[src/rtl/clock_enable_controller.sv]
// -----------------------------------------------------------------------------
// clock_enable_controller
//
// Sequences the processor clock from the board clock. The core stays on
// clock_in and qualifies its state updates with tick_en. This block issues a
// single-cycle tick_en pulse every max(divisor, 1) cycles. It supports
// free-run, single-step, halt-on-request and stop. The divisor can be
// reprogrammed at run time.
//
// Ports
//   clock_in    in   board clock, rising edge
//   reset_n     in   asynchronous active-low reset
//   run_req     in   level, free-run requested
//   step_req    in   pulse, request exactly one tick (only honoured in STOPPED)
//   halt_req    in   level from the core, stop issuing ticks
//   div_wr      in   strobe, capture div_data as the pending divisor
//   div_data    in   new divisor value
//   div_ack     out  one-cycle pulse when the pending divisor became active
//   tick_en     out  registered one-cycle clock enable to the core
//   state       out  0 STOPPED, 1 RUNNING, 2 STEPPING, 3 HALTED
//   tick_count  out  number of tick_en pulses since reset, wraps at 2^32
// -----------------------------------------------------------------------------
//
// state    | meaning
// ---------+------------------------------------------------------------------
// STOPPED  | idle; waits for run_req or step_req, applies pending divisor
// RUNNING  | free-run, one tick every eff cycles while run_req stays high
// STEPPING | one interval, one tick, then back to STOPPED
// HALTED   | core requested halt; leaves only once run_req and halt_req are low
//
module clock_enable_controller #(
    parameter int unsigned              CNT_WIDTH       = 28,
    parameter logic [CNT_WIDTH-1:0]     DEFAULT_DIVISOR = CNT_WIDTH'(5)
) (
    input  logic                 clock_in,
    input  logic                 reset_n,
    input  logic                 run_req,
    input  logic                 step_req,
    input  logic                 halt_req,
    input  logic                 div_wr,
    input  logic [CNT_WIDTH-1:0] div_data,
    output logic                 div_ack,
    output logic                 tick_en,
    output logic [1:0]           state,
    output logic [31:0]          tick_count
);

    typedef enum logic [1:0] {
        ST_STOPPED  = 2'd0,
        ST_RUNNING  = 2'd1,
        ST_STEPPING = 2'd2,
        ST_HALTED   = 2'd3
    } state_e;

    state_e                 state_q,        state_d;
    logic [CNT_WIDTH-1:0]   cnt_q,          cnt_d;
    logic [CNT_WIDTH-1:0]   div_q,          div_d;
    logic [CNT_WIDTH-1:0]   pend_div_q,     pend_div_d;
    logic                   pend_q,         pend_d;
    logic                   tick_q,         tick_d;
    logic                   ack_q,          ack_d;
    logic [31:0]            tick_count_q,   tick_count_d;

    logic [CNT_WIDTH-1:0]   last_cnt;
    logic                   counting;
    logic                   wrap;
    logic                   entering;
    logic                   apply_div;

    // A programmed divisor of 0 behaves as 1, so the terminal count is
    // divisor-1 clamped at 0 and never underflows.
    always_comb begin
        last_cnt = '0;
        if (div_q != '0) begin
            last_cnt = div_q - CNT_WIDTH'(1);
        end
    end

    assign counting = (state_q == ST_RUNNING) || (state_q == ST_STEPPING);
    assign wrap     = counting && (cnt_q == last_cnt);

    // -------------------------------------------------------------------------
    // State register
    // -------------------------------------------------------------------------
    always_ff @(posedge clock_in or negedge reset_n) begin
        if (!reset_n) begin
            state_q <= ST_STOPPED;
        end else begin
            state_q <= state_d;
        end
    end

    // -------------------------------------------------------------------------
    // Next-state logic, priority halt_req > run_req > step_req
    // -------------------------------------------------------------------------
    always_comb begin
        state_d = state_q;
        unique case (state_q)
            ST_STOPPED: begin
                // halt_req has no meaning while nothing is being issued.
                if (run_req) begin
                    state_d = ST_RUNNING;
                end else if (step_req) begin
                    state_d = ST_STEPPING;
                end
            end
            ST_RUNNING: begin
                if (halt_req) begin
                    state_d = ST_HALTED;
                end else if (!run_req) begin
                    state_d = ST_STOPPED;
                end
            end
            ST_STEPPING: begin
                // run_req is deliberately not looked at until the step is done.
                if (halt_req) begin
                    state_d = ST_HALTED;
                end else if (wrap) begin
                    state_d = ST_STOPPED;
                end
            end
            ST_HALTED: begin
                // Resuming needs run dropped first, so a still-high run_req
                // cannot restart the core straight out of a halt.
                if (!run_req && !halt_req) begin
                    state_d = ST_STOPPED;
                end
            end
            default: state_d = ST_STOPPED;
        endcase
    end

    // -------------------------------------------------------------------------
    // Datapath / output next values
    // -------------------------------------------------------------------------
    always_comb begin
        entering     = 1'b0;
        cnt_d        = '0;
        tick_d       = 1'b0;
        apply_div    = 1'b0;
        div_d        = div_q;
        pend_div_d   = pend_div_q;
        pend_d       = pend_q;
        ack_d        = 1'b0;
        tick_count_d = tick_count_q + 32'(tick_q);

        entering = (state_d != state_q) &&
                   ((state_d == ST_RUNNING) || (state_d == ST_STEPPING));

        // Each entry starts a fresh interval. Outside the counting states the
        // counter is held at 0.
        if (!entering && counting && (state_d == state_q)) begin
            cnt_d = wrap ? '0 : cnt_q + CNT_WIDTH'(1);
        end

        // A wrap only produces a tick when no halt or run-drop happens in the
        // same cycle. The step's own wrap-to-STOPPED still ticks.
        if (wrap && !halt_req) begin
            if (state_q == ST_STEPPING) begin
                tick_d = 1'b1;
            end else if (run_req) begin
                tick_d = 1'b1;
            end
        end

        // While counting, the interval in progress completes on the old
        // divisor. When idle the change takes effect at once.
        if (pend_q) begin
            if ((state_q == ST_STOPPED) || (state_q == ST_HALTED) || wrap) begin
                apply_div = 1'b1;
            end
        end

        if (apply_div) begin
            div_d  = pend_div_q;
            pend_d = 1'b0;
            ack_d  = 1'b1;
        end

        // A write landing on an application cycle is kept for the next one.
        if (div_wr) begin
            pend_div_d = div_data;
            pend_d     = 1'b1;
        end
    end

    // -------------------------------------------------------------------------
    // Datapath registers
    // -------------------------------------------------------------------------
    always_ff @(posedge clock_in or negedge reset_n) begin
        if (!reset_n) begin
            cnt_q        <= '0;
            div_q        <= DEFAULT_DIVISOR;
            pend_div_q   <= '0;
            pend_q       <= 1'b0;
            tick_q       <= 1'b0;
            ack_q        <= 1'b0;
            tick_count_q <= '0;
        end else begin
            cnt_q        <= cnt_d;
            div_q        <= div_d;
            pend_div_q   <= pend_div_d;
            pend_q       <= pend_d;
            tick_q       <= tick_d;
            ack_q        <= ack_d;
            tick_count_q <= tick_count_d;
        end
    end

    assign tick_en    = tick_q;
    assign div_ack    = ack_q;
    assign state      = state_q;
    assign tick_count = tick_count_q;

endmodule
[config.mk]
export PLATFORM = sky130hd
export DESIGN_NAME = clock_enable_controller
export DESIGN_NICKNAME = d
export VERILOG_FILES = /design/src/rtl/clock_enable_controller.sv
export SDC_FILE = /design/constraint.sdc
export NUM_CORES = 1
export LEC_CHECK = 0
export CORE_UTILIZATION = 60
export DETAILED_ROUTE_END_ITERATION = 12
export PLACE_DENSITY = 0.95
export SYNTH_ARGS = -nofsm -noshare
export SYNTH_HDL_FRONTEND = slang
export SYNTH_SLANG_ARGS = --single-unit
export TNS_END_PERCENT = 1
[constraint.sdc]
create_clock -name clock_in -period 7.6 [get_ports clock_in]
set_clock_uncertainty 0.05 [all_clocks]
set_input_delay 2.28 -clock clock_in [delete_from_list [all_inputs] [get_ports clock_in]]
set_output_delay 2.28 -clock clock_in [all_outputs]
set_load 0.03 [all_outputs]
# --- Yosys cells after proc, flatten, opt, wreduce, memory -nomap -nowiden ---
# Index checks and enable logic that the tools add are counted.
word_totals:
  regBits: 121
  latchBits: 0
  ram_bits: 0
  rom_bits: 0
  inputBits: 34
  out_inout_bits: 36
  mem_count: 0
op_classes:
  add_sub_neg: 3
  n_mul: 0
  div: 0
  magnitude_cmp: 0
  eq_ne: 8
  n_shift: 0
  muxes: 19
  n_bitwise: 0
  n_reduce_logical: 16
ops:
  columns: ["cell", "n"]
  rows:
  - ["two-way mux 28 bit", 3]
  - ["adder 32 x 1 -> 32 bit", 1]
  - ["adder 28 x 1 -> 28 bit, second input constant", 1]
  - ["equality test 28 bit", 1]
  - ["nonzero test 28 bit", 1]
  - ["subtractor 28 x 1 -> 28 bit, second input constant", 1]
  - ["two-way mux 2 bit", 7]
  - ["two-way mux 1 bit", 8]
  - ["one-hot mux 2 bit (4 select lines)", 1]
  - ["equality test 2 bit, second input constant", 3]
  - ["logical AND 1 bit", 6]
  - ["equality test 2 x 1 -> 1 bit, second input constant", 2]
  - ["logical OR 1 bit", 4]
  - ["logical NOT 1 bit", 3]
  - ["equality test 2 bit", 1]
  - ["logical NOT 2 bit", 1]
  - ["inequality test 2 bit", 1]
  - ["nonzero test 2 bit", 1]

# --- Longest topological paths before layout ---
# Gate-level depths: netlist of run 1.
logic_depth:
  word_depth: 14
  depth_mapped: 15
  mapped_depth_nobuf: 11

# --- Least setup slack after synthesis of run 1 ---
# OpenSTA, ideal clock, no wires.
synth_timing:
  path_kind: "in2reg"
  from: "input port halt_req"
  to: "register cnt_q[10]"
  t_arrival_ns: 3.780
  setup_slack_ns: 3.698
  stages: 9
  path_buffers: 2
  cell_sequence: "clkbuf_1 > mux2i_1 > a22oi_1 > o31ai_1 > xnor2_1 > a221oi_1 > o211ai_2 > buf_6 > nor2_1"
synth_via:
  elab_chain_cells: 11
synth_lines:
  columns: ["element", "line", "source"]
  rows:
  - ["from (decl)", "39", "input logic halt_req,"]
  - ["logical NOT 1 bit", "125", "if (!run_req && !halt_req) begin"]
  - ["logical AND 1 bit", "125", null]
  - ["two-way mux 2 bit", "125", null]
  - ["one-hot mux 2 bit (4 select lines) *", "98", "unique case (state_q)"]
  - ["equality test 2 x 1 -> 1 bit / equality test 2 bit (equally long branches)", "148", "((state_d == ST_RUNNING) || (state_d == ST_STEPPING));"]
  - ["logical OR 1 bit", "148", null]
  - ["logical AND 1 bit", "147", "entering = (state_d != state_q) &&"]
  - ["logical NOT 1 bit", "152", "if (!entering && counting && (state_d == state_q)) begin"]
  - ["logical AND 1 bit", "152", null]
  - ["logical AND 1 bit *", "152", null]
  - ["two-way mux 28 bit *", "152", null]
  - ["net cnt_d[10]", "56", "logic [CNT_WIDTH-1:0] cnt_q, cnt_d;"]
  - ["to (signal assigned)", "200", "cnt_q <= cnt_d;"]
  - ["to (decl)", "56", null]
# Mark *: on every way through the listed nets, which the timed path passes. The rest lies on a longest branch.
# A chain may end at the register's enable or synchronous reset.

# --- Worst setup path in the final report of run 1 ---
layout_timing:
  from: "register div_q[3]"
  to: "register cnt_q[20]"
layout_via:
  elab_chain_cells: 14
layout_lines:
  columns: ["element", "line", "source"]
  rows:
  - ["from (decl)", "57", "logic [CNT_WIDTH-1:0] div_q, div_d;"]
  - ["from (signal assigned)", "201", "div_q <= div_d;"]
  - ["subtractor 28 x 1 -> 28 bit / nonzero test 28 bit (equally long branches)", "75, 74", null]
  - ["two-way mux 28 bit *", "74", "if (div_q != '0) begin"]
  - ["equality test 28 bit *", "80", "assign wrap = counting && (cnt_q == last_cnt);"]
  - ["logical AND 1 bit *", "80", null]
  - ["two-way mux 2 bit", "118", "end else if (wrap) begin"]
  - ["two-way mux 2 bit", "116", "if (halt_req) begin"]
  - ["one-hot mux 2 bit (4 select lines)", "98", null]
  - ["equality test 2 x 1 -> 1 bit / equality test 2 bit (equally long branches)", "148", null]
  - ["logical OR 1 bit", "148", null]
  - ["logical AND 1 bit", "147", null]
  - ["logical NOT 1 bit", "152", null]
  - ["logical AND 1 bit (2 in a row)", "152", null]
  - ["two-way mux 28 bit *", "152", null]
  - ["net cnt_d[20]", "56", null]
# Marked as above.

==> impl_summary.log, run 1 <==
INFO  metric worstPathMaxFanout = 28
INFO  metric slew-limit-headroom = 0.268
INFO  metric worst_r2r_start = div_q[3]
INFO  metric wl_met3 = 1060 um
INFO  metric outcome = finished clean
INFO  metric cts_buffer_depth = 2
INFO  metric route.vias.total = ~5.5k
INFO  metric synth-compound-area-share = 0.0854
INFO  metric crit-reg2reg-capture = cnt_q[20]
INFO  metric cellLeakagePower = between 3 and 4 nW
INFO  metric layout-area-overhead-vs-synth = 18.5%
INFO  metric period_needed = 4.76 ns
INFO  metric post_synthesis_register_bit_count = 121
INFO  metric asyncSetResetFlopFracSynth = 1.00
INFO  metric hold_path.class = flip-flop to flip-flop
INFO  metric floorplan.die.height = 108 um
INFO  metric place_hpwl = about 12000 um
INFO  metric cts_repair_resize_count = 0
INFO  metric num_antenna_cells = 0
INFO  metric p_total = 2.58 mW
INFO  metric dp.cells = 833
INFO  metric initial_utilization = 0.619
INFO  metric fillCellCount = 730
INFO  metric drt_drc_violations_left = 0
INFO  metric die_area = approximately 12000 um^2
INFO  metric final_layout_size_suffix_gt1_frac = 0.136
INFO  metric drt_first_iter_violations = about 430
INFO  metric synth.cell_area = 6740 um^2
INFO  metric dr.pass1.iters = 5
INFO  metric post_synth.cell_area_avg = 10.3 um^2
INFO  metric synth_xor_area_frac = 0.105
INFO  metric number_of_max_capacitance_violations_reported = 0
INFO  metric synth-adder-area-share = 0.0148
INFO  metric layout_worst_path_cycle_share = 0.626
INFO  metric finalWeightedCongestion = 0.991
INFO  metric post_synth_mux_area_share = 0.103
INFO  metric whs_path_depth = 1
INFO  metric cts_sinks = roughly 120
INFO  metric nets = approximately 750
INFO  metric finalSetupTns = 0 ns
INFO  metric tritoncts.num_buffers = 17
INFO  metric wirelength = between 15000 and 20000 um
INFO  metric power.sequential.fraction = 0.362
INFO  metric wl_met1 = 7230 um
INFO  metric largest_family_of_logic_cells_by_synthesized_area = simple AND/OR/NAND/NOR gates
INFO  metric timing_max_transition_violations_final = 0
INFO  metric switching_power = slightly above 0.9 mW
INFO  metric reg2reg_setup_slack = 2.84 ns
INFO  metric yosys.area_share.simple = 0.208
INFO  metric rows = 38
INFO  metric coreArea = 10900 um^2
INFO  metric r2r_cells = 9
INFO  metric met2RoutedLength = between 8000 and 9000 um
INFO  metric finalHoldViolCount = 0
INFO  metric commonest_non_fill_non_tap_cell_in_the_layout = sky130_fd_sc_hd__dfrtp_1
INFO  metric drt-vias-per-instance = about 6.4
INFO  metric synth-seq-area-share = 0.449
INFO  metric clock_tree_from_tritoncts = yes
INFO  metric postRouteAntennaNets = 0
INFO  metric clock-root-buffer = sky130_fd_sc_hd__clkbuf_8
INFO  metric post_cts.repair.setup_buffers = 0
INFO  metric groute.usage.overall = 0.315
INFO  metric post-synth-top-area-fraction = 0.442
INFO  metric numPortBuffers = 69
INFO  metric share_clk_of_total_power = 0.287
INFO  metric maximum_number_of_pins_on_one_net_before_global_route_repair = 65
INFO  metric max_slew.worst_pin.slew = 1.10 ns
INFO  metric wl_per_cell = 19.8 um
INFO  metric clk_latency = around 0.53 ns
INFO  metric fp.dieW = around 110 um
INFO  metric worstHoldEndpoint = tick_count[30]
INFO  metric worstPathRequired = 7.90 ns
INFO  metric cts_clock_pin_slew_for_the_worst_setup_and_hold_paths = roughly 0.050 ns
INFO  metric ctsHoldBuffers = 0
INFO  metric remaining_overflow_grt = 0
INFO  metric worstSetupPathType = flip-flop to flip-flop
INFO  metric grt_antenna_before_repair = 0
INFO  metric hp-start = tick_count[30]
INFO  metric critical_path.endpoint_type = flip-flop
INFO  metric ys_warn_count = 0
INFO  metric combinational_fraction_of_design_power = 0.351
INFO  metric setup.worst_path.start_class = flip-flop
INFO  metric powerDensity = between 300 and 400 nW/um^2
INFO  metric number_of_global_route_vias_before_repair = approximately 5.4k
INFO  metric synth_top_area_cell = sky130_fd_sc_hd__dfrtp_1
INFO  metric power_switching_share = 0.355
INFO  metric setup_viol_count_final = 0
INFO  metric synthesized_netlist_net_count = about 700
INFO  metric vdd_drop_max = between 0.0002 and 0.00025 V
INFO  metric critical_path_arrival = 5.06 ns
INFO  metric fmax = around 0.21 GHz
INFO  metric power_report.internal_total = about 1.7 mW
INFO  metric top_layer_used_by_detailed_routing = met4
INFO  metric most-common-layout-cells = 119 x sky130_fd_sc_hd__dfrtp_1, 68 x sky130_fd_sc_hd__clkdlybuf4s50_1, 61 x sky130_fd_sc_hd__nor2_1
INFO  metric finish.cell_count_without_fillers = 860
INFO  metric synth-edff-count = 0
INFO  metric design.portCount = 70
INFO  metric post_synth_main_area_contributors = sky130_fd_sc_hd__dfrtp_1 44%, sky130_fd_sc_hd__mux2_2 7.8%, sky130_fd_sc_hd__xnor2_1 7.1%
INFO  metric post_synth_inst_count = between 600 and 700
INFO  metric cts_max_level = 4
INFO  metric synth_cell_type_count = 71
INFO  metric rsz0062_at_grt = no
INFO  metric ys_dominant_reg_cell = sky130_fd_sc_hd__dfrtp_1
INFO  metric first_pass_grt_wire_length = about 27000 um
-- power by group through the flow --
stage | Combinational, mW | Clock, mW | Sequential, mW
finish | 0.904 | 0.740 | 0.934
detailed placement | 0.881 | 0 | 0.935
global placement | 0.849 | 0 | 0.921
global route | 0.971 | 0.775 | 0.948
floorplan | 0.743 | 0 | 0.884
CTS | 0.891 | 0.751 | 0.927
-- critical path: stages, from the launching register on --
cell                        delay (ns)
sky130_fd_sc_hd__dfrtp_1          0.43
sky130_fd_sc_hd__nor3_1           0.61
sky130_fd_sc_hd__nand3_1          0.60
sky130_fd_sc_hd__nor3_2           0.70
sky130_fd_sc_hd__nor4b_1          0.14
sky130_fd_sc_hd__or3b_1           0.42
sky130_fd_sc_hd__a2111oi_4        0.31
sky130_fd_sc_hd__nand4_2          0.21
sky130_fd_sc_hd__o211ai_2         0.93
sky130_fd_sc_hd__nor2_1           0.16
-- how the worst max path moves through the flow --
stage,from,endpoint,slack (ns),cells after the start
detailed placement,halt_req,cnt_q[20],2.78,8
finish,div_q[3],cnt_q[20],2.84,9
global route,div_q[3],cnt_q[17],2.39,9
global placement,halt_req,cnt_q[25],2.99,8
floorplan,halt_req,cnt_q[10],3.70,9
CTS,div_q[3],cnt_q[20],2.89,9
-- cells in the mapped netlist (5+ instances only) --
library cell / n
sky130_fd_sc_hd__nand2_1: 37
sky130_fd_sc_hd__mux2_4: 9
sky130_fd_sc_hd__buf_2: 5
sky130_fd_sc_hd__dfrtp_1: 119
sky130_fd_sc_hd__nor2_1: 61
sky130_fd_sc_hd__nor2b_1: 6
sky130_fd_sc_hd__o21ai_0: 16
sky130_fd_sc_hd__nand4_1: 21
sky130_fd_sc_hd__nor4_1: 19
sky130_fd_sc_hd__and3_1: 16
sky130_fd_sc_hd__nand2b_1: 5
sky130_fd_sc_hd__or3_1: 12
sky130_fd_sc_hd__a21oi_1: 9
sky130_fd_sc_hd__mux2_2: 47
sky130_fd_sc_hd__and2_1: 7
sky130_fd_sc_hd__o31ai_1: 5
sky130_fd_sc_hd__clkbuf_1: 17
sky130_fd_sc_hd__xor2_1: 26
sky130_fd_sc_hd__inv_1: 15
sky130_fd_sc_hd__o211ai_1: 5
sky130_fd_sc_hd__o22ai_1: 5
sky130_fd_sc_hd__nand3_1: 36
sky130_fd_sc_hd__nor3_1: 15
sky130_fd_sc_hd__xnor2_1: 55
sky130_fd_sc_hd__ha_1: 8
-- registers in the layout, summed over array words and instances (netlist names) --
name and count:
tick_count 32, cnt_q 28, div_q 28, pend_q 1, div_ack 1, state 2, pend_div_q 28, tick_en 1
-- per-stage QoR --
step | cell area, um^2 | worst slack (ns) | hold slack [ns] | util
after detailed placement | 7450 | 2.78 | 0.435 | 0.684
after floorplan | 6740 | 3.70 | 0.425 | -
after CTS | 7990 | 2.89 | 0.452 | 0.734
after global routing | 7990 | 2.39 | 0.464 | 0.734
final | 7990 | 2.84 | 0.446 | 0.734
after global placement | 7450 | 2.99 | 0.412 | 0.684
-- logic make-up (layout without fill, tap and decap cells) --
family / count (synthesis) / count (layout)
adder cells (fa/ha/maj): 8 / 8
multiplexers: 59 / 59
flip-flops: 121 / 121
buffers and inverters: 47 / 114
AND/OR/NAND/NOR: 261 / 261
AO/OA/AOI/OAI: 76 / 76
XOR/XNOR: 81 / 81
-- cell type report --
type                    count  area [um^2]  area share
repair buffers             72          711      0.0890
clock inverters             4         70.1     0.00877
clock buffers              23          467      0.0584
flip-flops and latches    121         3030       0.379
multi-input cells         485         3480       0.436
inverters                  15         56.3     0.00705
well taps                 140          175      0.0219
-- layer usage --
layer / track usage / vias up
met5: 0 / -
met4: 0.144 / 0
met3: 0.0657 / 60
met2: 0.504 / 231
met1: 0.414 / 2693
li1: - / 2487
No activity file was read; power rests on OpenSTA's default activity.
==> run 2: changes to the inputs <==
--- a/config.mk
+++ b/config.mk
@@ -5,9 +5,9 @@
 export SDC_FILE = /design/constraint.sdc
 export NUM_CORES = 1
 export LEC_CHECK = 0
-export CORE_UTILIZATION = 60
+export CORE_UTILIZATION = 57
 export DETAILED_ROUTE_END_ITERATION = 12
-export PLACE_DENSITY = 0.95
+export PLACE_DENSITY = 0.92
 export SYNTH_ARGS = -nofsm -noshare
 export SYNTH_HDL_FRONTEND = slang
 export SYNTH_SLANG_ARGS = --single-unit
==> constraint.sdc (replaced) <==
create_clock -name clock_in -period 4.7 [get_ports clock_in]
set_clock_uncertainty 0.05 [all_clocks]
set_input_delay 1.41 -clock clock_in [delete_from_list [all_inputs] [get_ports clock_in]]
set_output_delay 1.41 -clock clock_in [all_outputs]
set_load 0.03 [all_outputs]
==> run 2 against run 1 <==
Against the previous run: non-clock buffer count rose by 5; register-to-register slack worse by 2.4 ns; die area up 5.2%; critical path type unchanged; largest cell class unchanged; highest routed layer unchanged.
==> impl_summary.log, run 2 (synthesized netlist as in run 1, its figures left out) <==
INFO  metric rsz0062_at_grt = no (unchanged)
INFO  metric number_of_global_route_vias_before_repair = 5344 (was 5371)
INFO  metric powerDensity = 528 nW/um^2 (was 323 nW/um^2)
INFO  metric postLayoutCellArea = 8080 um^2 (was 7990 um^2)
INFO  metric whs_path_depth = 1 (unchanged)
INFO  metric die_area = 12300 um^2 (was 11700 um^2)
INFO  metric vdd_drop_max = 0.000377 V (was 0.000227 V)
INFO  metric wl_per_cell = 18.6 um (was 19.8 um)
INFO  metric period_needed = 4.23 ns (was 4.76 ns)
INFO  metric route.vias.total = 5410 (was 5471)
INFO  metric maximum_number_of_pins_on_one_net_before_global_route_repair = 62 (was 65)
INFO  metric cellLeakagePower = 3.26 nW (was 3.22 nW)
INFO  metric finish.cell_count_without_fillers = 872 (was 860)
INFO  metric p_total = 4.27 mW (was 2.58 mW)
INFO  metric critical_path_arrival = 4.47 ns (was 5.06 ns)
INFO  metric fmax = 0.237 GHz (was 0.210 GHz)
INFO  metric worstSetupPathType = flip-flop to flip-flop (unchanged)
INFO  metric hp-start = tick_count[31] (was tick_count[30])
INFO  metric finalHoldViolCount = 0 (unchanged)
INFO  metric postRouteAntennaNets = 0 (unchanged)
INFO  metric worst_r2r_start = div_q[1] (was div_q[3])
INFO  metric grt.met2_usage = 0.433 (was 0.504)
INFO  metric drt_drc_violations_left = 0 (unchanged)
INFO  metric final_core_utilization = 0.704 (was 0.734)
INFO  metric fillCellCount = 853 (was 730)
INFO  metric finalWeightedCongestion = 0.970 (was 0.991)
INFO  metric reg2reg_setup_slack = 0.47 ns (was 2.84 ns)
INFO  metric initial_utilization = 0.588 (was 0.619)
INFO  metric dr.pass1.iters = 5 (unchanged)
INFO  metric drt_first_iter_violations = 540 (was 433)
INFO  metric cts_sinks = 121 (unchanged)
INFO  metric tritoncts.num_buffers = 17 (unchanged)
INFO  metric critical_path.endpoint_type = flip-flop (unchanged)
INFO  metric numPortBuffers = 69 (unchanged)
INFO  metric cts_buffer_depth = 2 (unchanged)
INFO  metric dpl_cell_area = 7520 um^2 (was 7450 um^2)
INFO  metric grt-busiest-layer = met2 (unchanged)
INFO  metric max_slew.worst_pin.slew = 0.769 ns (was 1.10 ns)
INFO  metric nets = 759 (was 754)
INFO  metric number_of_max_capacitance_violations_reported = 0 (unchanged)
INFO  metric share_clk_of_total_power = 0.294 (was 0.287)
INFO  metric place_ws = 0.532 ns (was 2.78 ns)
INFO  metric cts_repair_resize_count = 0 (unchanged)
INFO  metric fp.dieW = 111 um (was 108 um)
INFO  metric rows = 39 (was 38)
INFO  metric floorplan.die.height = 111 um (was 108 um)
INFO  metric layout_worst_path_cycle_share = 0.900 (was 0.626)
INFO  metric grt_antenna_before_repair = 0 (unchanged)
INFO  metric post_cts.repair.setup_buffers = 0 (unchanged)
INFO  metric hold_path.class = flip-flop to flip-flop (unchanged)
INFO  metric wirelength = 16200 um (was 17000 um)
INFO  metric place_hpwl = 11800 um (was 11900 um)
INFO  metric num_antenna_cells = 0 (unchanged)
INFO  metric clk_latency = 0.42 ns (was 0.53 ns)
INFO  metric grt_util_met3 = 0.0776 (was 0.0657)
INFO  metric outcome = finished clean (unchanged)
INFO  metric cts_clock_pin_slew_for_the_worst_setup_and_hold_paths = 0.05 ns (about the same)
INFO  metric largest_register_ff_count = 32 (unchanged)
INFO  metric clock_tree_from_tritoncts = yes (unchanged)
INFO  metric coreArea = 11500 um^2 (was 10900 um^2)
INFO  metric cts_max_level = 4 (unchanged)
INFO  metric worstPathMaxFanout = 29 (was 28)
INFO  metric timing_max_transition_violations_final = 0 (unchanged)
INFO  metric power_report.internal_total = 2.76 mW (was 1.66 mW)
INFO  metric groute.usage.overall = 0.281 (was 0.315)
INFO  metric worstHoldEndpoint = tick_count[31] (was tick_count[30])
INFO  metric power_switching_share = 0.354 (was 0.355)
INFO  metric clock-root-buffer = sky130_fd_sc_hd__clkbuf_16 (was sky130_fd_sc_hd__clkbuf_8)
INFO  metric ctsHoldBuffers = 0 (unchanged)
INFO  metric final_layout_size_suffix_gt1_frac = 0.147 (was 0.136)
INFO  metric finalSetupTns = 0 ns (unchanged)
INFO  metric most-common-layout-cells = 119 x sky130_fd_sc_hd__dfrtp_1, 67 x sky130_fd_sc_hd__clkdlybuf4s50_1, 61 x sky130_fd_sc_hd__nor2_1 (was 119 x sky130_fd_sc_hd__dfrtp_1, 68 x sky130_fd_sc_hd__clkdlybuf4s50_1, 61 x sky130_fd_sc_hd__nor2_1)
INFO  metric setup_viol_count_final = 0 (unchanged)
INFO  metric slew-limit-headroom = 0.483 (was 0.268)
INFO  metric grt_util_met1 = 0.379 (was 0.414)
INFO  metric power.sequential.fraction = 0.353 (was 0.362)
INFO  metric worstPathRequired = 4.95 ns (was 7.90 ns)
INFO  metric hold_slack = 0.431 ns (was 0.446 ns)
INFO  metric r2r_cells = 12 (was 9)
INFO  metric remaining_overflow_grt = 0 (unchanged)
INFO  metric post-route-worst-setup-slack = 0.472 ns (was 2.84 ns)
INFO  metric first_pass_grt_wire_length = 27100 um (was 27500 um)
INFO  metric switching_power = 1.51 mW (was 0.916 mW)
INFO  metric commonest_non_fill_non_tap_cell_in_the_layout = sky130_fd_sc_hd__dfrtp_1 (unchanged)
INFO  metric setup.worst_path.start_class = flip-flop (unchanged)
INFO  metric drt-vias-per-instance = 6.20 (was 6.36)
INFO  metric design.portCount = 70 (unchanged)
INFO  metric layout-area-overhead-vs-synth = 19.8% (was 18.5%)
INFO  metric combinational_fraction_of_design_power = 0.353 (was 0.351)
INFO  metric dp.cells = 841 (was 833)
INFO  metric crit-reg2reg-capture = div_q[7] (was cnt_q[20])
run 2: cell count changes in the layout (fill, tap and decap cells not counted), sizes merged:
cell	change
buf	+6
clkinv	+3
clkdlybuf4s50	-1
clkinvlp	+1
run 2: cell type report:
class	count	area (um^2)	share of cell area
repair buffers	77	768	0.0951
inverters	15	56.3	0.00697
clock inverters	8	96.3	0.0119
flip-flops and latches	121	3030	0.375
multi-input cells	485	3480	0.431
clock buffers	23	468	0.0579
well taps	143	179	0.0221
run 2: worst max path at each step:
stage                  start         to  slack, ns  cells past startpoint
detailed placement  div_q[1]   div_q[4]       0.53                     12
finish              div_q[1]   div_q[7]       0.47                     12
global placement    div_q[1]   div_q[1]       0.72                     12
global route        div_q[3]   div_q[9]       0.12                     10
floorplan           div_q[5]  div_q[18]       1.16                     11
CTS                 div_q[1]   div_q[7]       0.53                     12
run 2: power groups by stage:
stage	registers (mW)	clock network, mW	logic (mW)
final	1.51	1.25	1.51
after global routing	1.54	1.31	1.62
after CTS	1.50	1.28	1.50
after detailed placement	1.51	0	1.49
after global placement	1.49	0	1.44
after floorplan	1.43	0	1.20
run 2: routing by layer:
metal | vias up | share of wire
met1 | 2692 | 0.45
li1 | 2490 | -
met3 | 27 | 0.062
met2 | 201 | 0.47
met5 | - | 0
met4 | 0 | 0.023
run 2: worst max-delay path, cell delays in order (launching register included):
cell	delay (ns)
sky130_fd_sc_hd__dfrtp_1	0.44
sky130_fd_sc_hd__inv_1	0.10
sky130_fd_sc_hd__ha_1	0.24
sky130_fd_sc_hd__nor2b_1	0.36
sky130_fd_sc_hd__nand3_1	0.35
sky130_fd_sc_hd__nor3_2	0.65
sky130_fd_sc_hd__nor4b_1	0.14
sky130_fd_sc_hd__or3b_1	0.42
sky130_fd_sc_hd__a2111oi_4	0.30
sky130_fd_sc_hd__nand4_2	0.21
sky130_fd_sc_hd__o22ai_2	0.22
sky130_fd_sc_hd__buf_12	0.23
sky130_fd_sc_hd__mux2_2	0.37
==> run 3: changes to the inputs <==
--- a/config.mk
+++ b/config.mk
@@ -5,6 +5,7 @@
 export SDC_FILE = /design/constraint.sdc
 export NUM_CORES = 1
 export LEC_CHECK = 0
+export CORE_MARGIN = 5
 export CORE_UTILIZATION = 57
 export DETAILED_ROUTE_END_ITERATION = 12
 export PLACE_DENSITY = 0.92
==> run 3 against run 2 <==
Against the previous run: design area up 0.99%; core utilization up 0.40 points; setup slack worse by 0.15 ns; register-to-register slack worse by 0.15 ns; largest power group is now combinational logic.
==> impl_summary.log, run 3 (synthesized netlist as in run 1, its figures left out) <==
INFO  metric setup.worst_path.start_class = flip-flop (unchanged)
INFO  metric timing.critical_path.slowest_cell_delay = 0.72 ns (was 0.65 ns)
INFO  metric critical_path.endpoint_type = flip-flop (unchanged)
INFO  metric clock_tree_from_tritoncts = yes (unchanged)
INFO  metric vdd_drop_max = 0.000385 V (was 0.000377 V)
INFO  metric worstSetupPathType = flip-flop to flip-flop (unchanged)
INFO  metric seq_area = 3030 um^2 (unchanged)
INFO  metric cellLeakagePower = 3.29 nW (was 3.26 nW)
INFO  metric finalSetupTns = 0 ns (unchanged)
INFO  metric worstPathRequired = 4.95 ns (about the same)
INFO  metric final_core_utilization = 0.708 (was 0.704)
INFO  metric wirelength = 17100 um (was 16200 um)
INFO  metric final_layout_size_suffix_gt1_frac = 0.153 (was 0.147)
INFO  metric finish.cell_count_without_fillers = 873 (was 872)
INFO  metric rsz0062_at_grt = no (unchanged)
INFO  metric setup_viol_count_final = 0 (unchanged)
INFO  metric hold_path.class = flip-flop to flip-flop (unchanged)
INFO  metric num_antenna_cells = 0 (unchanged)
INFO  metric drt_first_iter_violations = 463 (was 540)
INFO  metric r2r_cells = 10 (was 12)
INFO  metric worst_r2r_start = div_q[3] (was div_q[1])
INFO  metric fillCellCount = 798 (was 853)
INFO  metric critical_path_arrival = 4.63 ns (was 4.47 ns)
INFO  metric multi_input_area = 3480 um^2 (unchanged)
INFO  metric drt-vias-per-instance = 6.23 (was 6.20)
INFO  metric dp.cells = 841 (unchanged)
INFO  metric fmax = 0.228 GHz (was 0.237 GHz)
INFO  metric clock-root-buffer = sky130_fd_sc_hd__clkbuf_16 (unchanged)
INFO  metric coreArea = 11500 um^2 (about the same)
INFO  metric cts_max_level = 4 (unchanged)
INFO  metric postRouteAntennaNets = 0 (unchanged)
INFO  metric finalHoldViolCount = 0 (unchanged)
INFO  metric wl_per_cell = 19.5 um (was 18.6 um)
INFO  metric ctsHoldBuffers = 0 (unchanged)
INFO  metric critical_path.slowest_cell = sky130_fd_sc_hd__nor3_2 (unchanged)
INFO  metric post_cts.repair.setup_buffers = 0 (unchanged)
INFO  metric most-common-layout-cells = 119 x sky130_fd_sc_hd__dfrtp_1, 67 x sky130_fd_sc_hd__clkdlybuf4s50_1, 61 x sky130_fd_sc_hd__nor2_1 (unchanged)
INFO  metric floorplan.die.height = 119 um (was 111 um)
INFO  metric fp.dieW = 119 um (was 111 um)
INFO  metric numPortBuffers = 69 (unchanged)
INFO  metric slew-limit-headroom = 0.491 (was 0.483)
INFO  metric commonest_non_fill_non_tap_cell_in_the_layout = sky130_fd_sc_hd__dfrtp_1 (unchanged)
INFO  metric nets = 759 (unchanged)
INFO  metric cts_buffer_depth = 2 (unchanged)
INFO  metric period_needed = 4.38 ns (was 4.23 ns)
INFO  metric place_hpwl = 12200 um (was 11800 um)
INFO  metric cts_sinks = 121 (unchanged)
INFO  metric finalWeightedCongestion = 0.962 (was 0.970)
INFO  metric max_slew.worst_pin.slew = 0.756 ns (was 0.769 ns)
INFO  metric grt_antenna_before_repair = 0 (unchanged)
INFO  metric grt_util_met1 = 0.336 (was 0.379)
INFO  metric crit_path_cell_trace = nor3_1, nand3_1, nor3_2, o21ai_1, a221o_1, nor4_1, nand4_2, o22ai_2, buf_12, mux2_2 (was inv_1, ha_1, nor2b_1, nand3_1, nor3_2, nor4b_1, or3b_1, a2111oi_4, nand4_2, o22ai_2, buf_12, mux2_2)
INFO  metric timing_max_transition_violations_final = 0 (unchanged)
INFO  metric setup.worst_path.start = div_q[3] (was div_q[1])
INFO  metric clk_latency = 0.42 ns (about the same)
INFO  metric hold_slack = 0.449 ns (was 0.431 ns)
INFO  metric groute.usage.overall = 0.251 (was 0.281)
INFO  metric largest_register_ff_count = 32 (unchanged)
INFO  metric initial_utilization = 0.586 (was 0.588)
INFO  metric tritoncts.num_buffers = 17 (unchanged)
INFO  metric rows = 39 (unchanged)
INFO  metric grt.met2_usage = 0.407 (was 0.433)
INFO  metric dr.pass1.iters = 6 (was 5)
INFO  metric grt_util_met3 = 0.0621 (was 0.0776)
INFO  metric number_of_max_capacitance_violations_reported = 0 (unchanged)
INFO  metric maximum_number_of_pins_on_one_net_before_global_route_repair = 63 (was 62)
INFO  metric remaining_overflow_grt = 0 (unchanged)
INFO  metric drt_drc_violations_left = 0 (unchanged)
INFO  metric outcome = finished clean (unchanged)
INFO  metric reg2reg_setup_slack = 0.32 ns (was 0.47 ns)
INFO  metric die_area = 14100 um^2 (was 12300 um^2)
INFO  metric grt-busiest-layer = met2 (unchanged)
INFO  metric cts_clock_pin_slew_for_the_worst_setup_and_hold_paths = 0.06 ns (was 0.05 ns)
INFO  metric crit_end = div_q[3] (was div_q[7])
INFO  metric powerDensity = 542 nW/um^2 (was 528 nW/um^2)
INFO  metric first_pass_grt_wire_length = 28300 um (was 27100 um)
INFO  metric design.portCount = 70 (unchanged)
INFO  metric layout-area-overhead-vs-synth = 21.0% (was 19.8%)
INFO  metric number_of_global_route_vias_before_repair = 5383 (was 5344)
INFO  metric route.vias.total = 5436 (was 5410)
INFO  metric layout_worst_path_cycle_share = 0.932 (was 0.900)
INFO  metric worstPathMaxFanout = 29 (unchanged)
INFO  metric cts_repair_resize_count = 0 (unchanged)
INFO  metric crit-reg2reg-capture = div_q[3] (was div_q[7])
run 3: area by class of cell:
class                   count  share of cell area
clock inverters            13              0.0235
flip-flops and latches    121               0.371
inverters                  15             0.00690
well taps                 143              0.0219
repair buffers             77              0.0942
clock buffers              19              0.0555
multi-input cells         485               0.427
run 3: through the flow:
| step | total power, mW | cell area, um^2 | worst slack (ns) |
|---|---|---|---|
| after floorplan | 2.63 | 6740 | 1.16 |
| after global placement | 2.94 | 7520 | 0.689 |
| after detailed placement | 2.99 | 7520 | 0.542 |
| after CTS | 4.43 | 8160 | 0.492 |
| after global routing | 4.64 | 8160 | 0.0650 |
| final | 4.42 | 8160 | 0.317 |
run 3: routing by layer:
metal | wire length [um] | part of all wire
met5 | 0 | 0
met3 | 1060 | 0.062
met4 | 336 | 0.020
met1 | 7320 | 0.43
met2 | 8340 | 0.49
run 3: worst max-delay path: cells and delay by family, from the launching register on:
| kind | cells | cell delay [ns] |
|---|---|---|
| flops | 1 | 0.44 |
| mux | 1 | 0.38 |
| buf+inv | 1 | 0.23 |
| compound gates | 3 | 0.75 |
| simple gates | 5 | 2.38 |
run 3: worst min path at each step:
stage                   start        endpoint  cells past startpoint
2_1_floorplan   pend_div_q[0]   pend_div_q[0]                      1
4_1_cts        pend_div_q[20]       div_q[20]                      1
3_5_place_dp   tick_count[22]  tick_count[22]                      1
6_report       pend_div_q[20]       div_q[20]                      1
5_1_grt        pend_div_q[20]       div_q[20]                      1
3_3_place_gp   tick_count[31]  tick_count[31]                      1
run 3: power by group:
| group | switching (mW) | internal (mW) | leakage, nW |
|---|---|---|---|
| registers | 0.276 | 1.23 | 1.55 |
| clock network | 0.488 | 0.919 | 0.306 |
| logic | 0.788 | 0.725 | 1.43 |
